--- config.mk ---
export PLATFORM = sky130hd
export DESIGN_NAME = verificador_contador_0_1_2_3_10_13
export DESIGN_NICKNAME = d
export VERILOG_FILES = /design/src/rtl/verificador_contador_0_1_2_3_10_13.sv
export SDC_FILE = /design/constraint.sdc
export NUM_CORES = 1
export LEC_CHECK = 0
export CAP_MARGIN = 5
export CELL_PAD_IN_SITES_DETAIL_PLACEMENT = 0
export CELL_PAD_IN_SITES_GLOBAL_PLACEMENT = 1
export CORE_MARGIN = 4
export CORE_UTILIZATION = 43
export DETAILED_ROUTE_END_ITERATION = 8
export PLACE_DENSITY_LB_ADDON = 0.05
export SLEW_MARGIN = 20
export SYNTH_ARGS = -nofsm -noshare
export SYNTH_HDL_FRONTEND = slang
export SYNTH_SLANG_ARGS = --single-unit
--- constraint.sdc ---
create_clock -name clock -period 4.2 [get_ports clock]
set_input_delay 0.42 -clock clock [delete_from_list [all_inputs] [get_ports clock]]
set_output_delay 0.42 -clock clock [all_outputs]
set_load 0.1 [all_outputs]
--- src/rtl/verificador_contador_0_1_2_3_10_13.sv ---
// Receiving-end checker for the counter sequence 0,1,2,3,10,13: hunts for the
// start, locks after a clean run, then flags and counts deviations while locked.
module verificador_contador_0_1_2_3_10_13 #(
    parameter int LOCK_LEN = 6,
    parameter int MAX_ERR  = 3,
    parameter int CNT_W    = 8
) (
    input  logic             clock,
    input  logic             reset,
    input  logic [3:0]       y,
    input  logic             en,
    output logic             travado,
    output logic             erro,
    output logic             ciclo,
    output logic [3:0]       esperado,
    output logic [CNT_W-1:0] contagem_erros,
    output logic [CNT_W-1:0] contagem_ciclos
);

    localparam logic [3:0] LOCK_LEN_L = 4'(LOCK_LEN);
    localparam logic [2:0] MAX_ERR_L  = 3'(MAX_ERR);

    typedef enum logic [1:0] {
        HUNT   = 2'd0,
        TRACK  = 2'd1,
        LOCKED = 2'd2
    } state_t;

    state_t           state_reg, state_next;
    logic [3:0]       match_cnt_reg, match_cnt_next;
    logic [2:0]       miss_cnt_reg, miss_cnt_next;
    logic [3:0]       esperado_reg, esperado_next;
    logic             travado_reg, travado_next;
    logic             erro_reg, erro_next;
    logic             ciclo_reg, ciclo_next;
    logic [CNT_W-1:0] err_cnt_reg, err_cnt_next;
    logic [CNT_W-1:0] cyc_cnt_reg, cyc_cnt_next;

    function automatic logic [3:0] successor(input logic [3:0] v);
        case (v)
            4'd0:    successor = 4'd1;
            4'd1:    successor = 4'd2;
            4'd2:    successor = 4'd3;
            4'd3:    successor = 4'd10;
            4'd10:   successor = 4'd13;
            default: successor = 4'd0;
        endcase
    endfunction

    always_ff @(posedge clock or negedge reset) begin
        if (!reset) begin
            state_reg     <= HUNT;
            match_cnt_reg <= '0;
            miss_cnt_reg  <= '0;
            esperado_reg  <= '0;
            travado_reg   <= 1'b0;
            erro_reg      <= 1'b0;
            ciclo_reg     <= 1'b0;
            err_cnt_reg   <= '0;
            cyc_cnt_reg   <= '0;
        end else begin
            state_reg     <= state_next;
            match_cnt_reg <= match_cnt_next;
            miss_cnt_reg  <= miss_cnt_next;
            esperado_reg  <= esperado_next;
            travado_reg   <= travado_next;
            erro_reg      <= erro_next;
            ciclo_reg     <= ciclo_next;
            err_cnt_reg   <= err_cnt_next;
            cyc_cnt_reg   <= cyc_cnt_next;
        end
    end

    always_comb begin
        state_next     = state_reg;
        match_cnt_next = match_cnt_reg;
        miss_cnt_next  = miss_cnt_reg;
        esperado_next  = esperado_reg;
        travado_next   = travado_reg;
        erro_next      = 1'b0;
        ciclo_next     = 1'b0;
        err_cnt_next   = err_cnt_reg;
        cyc_cnt_next   = cyc_cnt_reg;

        if (en) begin
            case (state_reg)
                HUNT: begin
                    if (y == 4'd0) begin
                        match_cnt_next = 4'd1;
                        esperado_next  = 4'd1;
                        if (LOCK_LEN_L == 4'd1) begin
                            state_next   = LOCKED;
                            travado_next = 1'b1;
                        end else begin
                            state_next = TRACK;
                        end
                    end else begin
                        esperado_next = 4'd0;
                    end
                end
                TRACK: begin
                    if (y == esperado_reg) begin
                        match_cnt_next = match_cnt_reg + 4'd1;
                        esperado_next  = successor(esperado_reg);
                        if (match_cnt_reg + 4'd1 == LOCK_LEN_L) begin
                            state_next   = LOCKED;
                            travado_next = 1'b1;
                        end
                    end else if (y == 4'd0) begin
                        // A stray 0 is itself a valid sequence start.
                        match_cnt_next = 4'd1;
                        esperado_next  = 4'd1;
                    end else begin
                        state_next     = HUNT;
                        match_cnt_next = 4'd0;
                        esperado_next  = 4'd0;
                    end
                end
                LOCKED: begin
                    // Flywheel: keep stepping through glitches.
                    esperado_next = successor(esperado_reg);
                    if (y == esperado_reg) begin
                        miss_cnt_next = 3'd0;
                        if (y == 4'd13) begin
                            ciclo_next   = 1'b1;
                            cyc_cnt_next = cyc_cnt_reg + 1'b1;
                        end
                    end else begin
                        erro_next     = 1'b1;
                        miss_cnt_next = miss_cnt_reg + 3'd1;
                        if (err_cnt_reg != '1) begin
                            err_cnt_next = err_cnt_reg + 1'b1;
                        end
                        if (miss_cnt_reg + 3'd1 == MAX_ERR_L) begin
                            state_next     = HUNT;
                            travado_next   = 1'b0;
                            esperado_next  = 4'd0;
                            miss_cnt_next  = 3'd0;
                            match_cnt_next = 4'd0;
                        end
                    end
                end
                default: begin
                    state_next     = HUNT;
                    travado_next   = 1'b0;
                    esperado_next  = 4'd0;
                    match_cnt_next = 4'd0;
                    miss_cnt_next  = 3'd0;
                end
            endcase
        end
    end

    assign travado         = travado_reg;
    assign erro            = erro_reg;
    assign ciclo           = ciclo_reg;
    assign esperado        = esperado_reg;
    assign contagem_erros  = err_cnt_reg;
    assign contagem_ciclos = cyc_cnt_reg;

endmodule

; ---- Word level (Yosys, flattened, before mapping)
; Index checks and enable logic that the tools add are counted.
[word_totals]
register_bits = 32
in_bits = 7
out_inout_bits = 23
elab_cells = 77
[op_classes]
add_sub_neg = 4
eq_ne = 18
muxes = 33
bitwise = 3
reduce_logical = 10
[op_table]
columns = op, count
row1 = 4-bit two-way mux, 7
row2 = 4-bit one-hot mux with 3 select lines, 2
row3 = 4-bit one-hot mux with 5 select lines, 1
row4 = "8-bit by 1-bit adder with 8-bit output, second input constant", 2
row5 = 1-bit two-way mux, 12
row6 = 2-bit two-way mux, 6
row7 = 4-bit AND reduction, 3
row8 = 6-bit AND reduction, 2
row9 = "2-bit != test, second input constant", 5
row10 = "4-bit by 2-bit == test with 1-bit output, second input constant", 2
row11 = "4-bit == test, second input constant", 2
row12 = 4-bit zero test, 2
row13 = "8-bit != test, second input constant", 1
row14 = 3-bit two-way mux, 2
row15 = "3-bit != test, second input constant", 2
row16 = 2-bit one-hot mux with 3 select lines, 1
row17 = 3-bit one-hot mux with 2 select lines, 1
row18 = "4-bit by 1-bit adder with 4-bit output, second input constant", 1
row19 = "4-bit by 1-bit == test with 1-bit output, second input constant", 1
row20 = "4-bit by 3-bit == test with 1-bit output, second input constant", 1
row21 = 4-bit == test, 1
row22 = "3-bit by 1-bit adder with 3-bit output, second input constant", 1
row23 = "3-bit by 2-bit == test with 1-bit output, second input constant", 1
row24 = 1-bit inverter, 3
row25 = 6 further kinds, 6

; ---- Logic depth before layout (Yosys ltp)
[depth]
word_depth = 5
depth_mapped = 7
mapped_depth_nobuf = 7

; ---- Worst setup path after synthesis
; No wires, ideal clock.
[synth_path]
path_kind = register -> register
start = reg esperado_reg[1], in the netlist esperado[1]
end = reg cyc_cnt_reg[1], in the netlist contagem_ciclos[1]
setup_ns = 0.126
t_arrival_ns = 2.559
path_slack_ns = 1.515
stages_incl_launch_ff = 5
synth_period_minus_slack_ns = 2.685
cell_sequence = dfrtp_1 -> xor2_1 -> or4_4 -> nor4_4 -> mux2_2
[synth_via]
elab_chain_len = 2
[synth_rtl]
columns = element, line_no
row1 = from (decl), 32  ; logic [3:0] esperado_reg, esperado_next;
row2 = from (signal assigned), 65  ; esperado_reg <= esperado_next;
row3 = 4-bit == test, 122  ; if (y == esperado_reg) begin
row4 = 4-bit AND reduction (no line), --
row5 = to (signal assigned), 70  ; cyc_cnt_reg <= cyc_cnt_next;
row6 = to (decl), 37  ; logic [CNT_W-1:0] cyc_cnt_reg, cyc_cnt_next;
; No other way between the ends.
; A chain may end at the register's enable or synchronous reset.

; ---- Worst setup path in the final report
[layout_path]
start = in y[0]
end = reg cyc_cnt_reg[1], in the netlist contagem_ciclos[1]
[layout_via]
elab_chain_len = 2
word_cells_on_any_way = 3
cone_classes = eq/ne: 2 / reduce/logical: 1
[layout_rtl]
columns = element, line_no
row1 = from (decl), 10  ; input logic [3:0] y,
row2 = "4-bit == test, on equally long branches", "122, 124"
row3 = 4-bit AND reduction (no line) (*), --
; Mark *: on every way between the ends. The rest lies on a longest branch, timed or not.

==> results.md <==
* Rows at 22
* DRT Pass-1 Iters at 4
* Worst hold slack at 0.476 ns
* R2R Path Start: esperado[0]
* HP Class: flop to flop
* Seq pwr share at 49.5%
* Power Total at 698 µW
* Crit start category: input port
* # hold bufs at CTS at 0
* RD Place Congestion at 0.780
* Seq/Total Area, Yosys at 47.4%
* Synth Flop Type: dfrtp_1
* Sw Share at 25.2%
* Vias in the first global route at 1355
* Post-CTS sizing at 0
* Critical path depth in cells at 5
* Slew Limit Fails at 0
* Clock Sinks at 32
* Synthesis-to-layout area growth at 26.3%
* Synth cell types at 45
* Crit-path leading delay family: simple AND/OR/NAND/NOR gates
* Crit path cell chain: clkdlybuf4s50_1 -> xor2_1 -> or4_4 -> nor4_4 -> mux2_2
* Placed Area at 2030 µm²
* Highest clock rate at 416 MHz
* #FFs+latches synth at 32
* 1st-iter DRT viols at 79
* Async S/R FF share, synth at 100%
* Data arrival, critical path at 2.57 ns
* Number of I/O pins at 30
* Fin area at 2130 µm²
* Latest clock arrival within the worst-skew pair at 0.28 ns
* CP endpoint: contagem_ciclos[1]
* Layout cells sized above 1 at 8.21%
* Pint at 522 µW
* Hold Path Depth at 1
* Total Neg Setup Slack at 0 ns
* Crit end category: flop
* CP startpoint: y[0]
* Clock Tree Buf Depth at 2
* Root Driver: clkbuf_8
* RSZ-0062 raised after global routing: no
* Clock power frac at 40.8%
* Total gr overflow at 0
* Most frequent cells in the layout: 32 x dfrtp_1, 29 x clkdlybuf4s50_1, 16 x nand2_1, 11 x xnor2_1, 9 x nand4_1
* WP data required at 4.36 ns
* Setup WS pre-CTS at 1.49 ns
* RR Endpoint: contagem_ciclos[1]
* CTS H-tree depth at 2
* Run status: complete, no violations
* Number of diodes at 0
* Core box area at 3740 µm²
* P_sw at 176 µW
* DP HPWL at 2460 µm
* Die width at 70.7 µm
* # Post-CTS Setup Buffers at 0
* Total Wirelength at 3400 µm
* Vias per inst at 5.39
* Number of remaining DRC errors at 0
* Setup Crit Path Kind: input port to flop
* Fin crit share at 57.3%
* Leakage power total at 0.933 nW
* Die area at 5000 µm²
* Fin worst setup slack at 1.79 ns
* Pin count of the biggest net entering global routing at 33
* Mapped cell area at 1690 µm²
* Logic pwr share at 9.7%
* Slowest library cell on the worst path: or4_4
* Antenna violations before repair at 0
* Final Critical Period at 2.41 ns
* Fill count at 350
* Vias at 1310
* Setup violators final at 0
* Antenna Violating Nets Remaining at 0
* Crit Path Max Fanout at 9
* CTS tree: done
* Placed Instances at 235
* MaxCap Viol Count at 0
* Nets at 207
* Layout Cells excl Fill at 243
* Worst-margin pin slew at 0.973 ns
* First-pass GRT wire length at 5980 µm
* PwrDens at 327 nW/µm²
* Number of synthesized flops with an enable pin at 0
* Cts bufs inserted at 5
* Routed wire length per instance at 14.0 µm
* Yosys warning count at 0
* Worst vdd ir at 295 µV
* Port Buffer Count at 29
* Chip height at 70.7 µm
* Rel. slew slack at 34.9%
* Clock skew at 0.00547 ns
* Flop-to-flop setup slack at 1.93 ns
* Share of the core filled with cells at 57.0%
* Cells after Synth at 160
* Initial Utilization at 45.2%
* Worst Reg2Reg Path Length in Cells at 4
* CTS clk-pin slew, worst paths at 0.06 ns
* Fin. Hold Viols at 0
* Syn_area_per_cell at 10.6 µm²
* Syn_nets at 173
* Worst path max stage delay at 0.56 ns
* Buffers & Inverters on Critical Path at 1
* Commonest non-fill, non-tap cell in the layout: dfrtp_1
* GRT Total Usage at 14.6%
worst min-delay path by stage:
stage / from / end / slack [ns]
floorplan: reset / ciclo / 0.12
CTS: contagem_ciclos[7] / contagem_ciclos[7] / 0.48
global route: contagem_ciclos[7] / contagem_ciclos[7] / 0.50
detailed placement: contagem_ciclos[7] / contagem_ciclos[7] / 0.47
global placement: contagem_ciclos[7] / contagem_ciclos[7] / 0.46
finish: contagem_ciclos[7] / contagem_ciclos[7] / 0.48
final cells by class:
class	count	area, µm²	area share [%]
sequential	32	801	37.5
clock inverter	2	35.0	1.64
multi-input combinational	118	838	39.3
clock buffer	6	72.6	3.40
timing repair buffer	31	305	14.3
inverter	6	22.5	1.06
tap	48	60.1	2.81
cells by family (layout without fill, tap and decap cells):
| kind of cell | count (synthesis) | after routing | synth area share, % |
|---|---|---|---|
| AOI/OAI and AO/OA | 30 | 30 | 12.6 |
| xor gates and xnor gates | 19 | 19 | 9.84 |
| adders and majority gates | 6 | 6 | 4.44 |
| buffers and inverters | 10 | 45 | 3.03 |
| DFF | 32 | 32 | 47.4 |
| muxes | 3 | 3 | 1.92 |
| and+or+nand+nor | 60 | 60 | 20.8 |
cell usage after synthesis (2+ instances only):
cell | count | area (µm²)
a21o_1 | 2 | 15.0
a21oi_1 | 4 | 20.0
and3_1 | 4 | 25.0
and3b_1 | 2 | 17.5
buf_2 | 2 | 10.0
dfrtp_1 | 32 | 801
ha_1 | 6 | 75.1
inv_1 | 6 | 22.5
mux2_2 | 2 | 22.5
nand2_1 | 16 | 60.1
nand2b_1 | 5 | 31.3
nand3_1 | 4 | 20.0
nand4_1 | 9 | 56.3
nor2_1 | 5 | 18.8
nor3_1 | 3 | 15.0
nor4_1 | 3 | 18.8
o211ai_1 | 2 | 15.0
o21ai_0 | 6 | 30.0
o31ai_1 | 3 | 22.5
or4_1 | 2 | 15.0
xnor2_1 | 11 | 96.3
xor2_1 | 8 | 70.1
routing by layer:
metal  vias up  share of wire (%)  track usage [%]
li1        657                  -                -
met1       619                 45             17.9
met4         0                1.1             6.26
met5         -                  0                0
met2        29                 49             24.2
met3         5                4.8             3.98
power groups by stage:
stage	logic, mW	clock network, mW	registers [mW]
after floorplan	0.0589	0	0.338
after global placement	0.0673	0	0.351
after detailed placement	0.0683	0	0.352
after CTS	0.0692	0.296	0.346
after global routing	0.0776	0.307	0.348
final	0.0679	0.285	0.346
(Power assumes the default switching activity.)
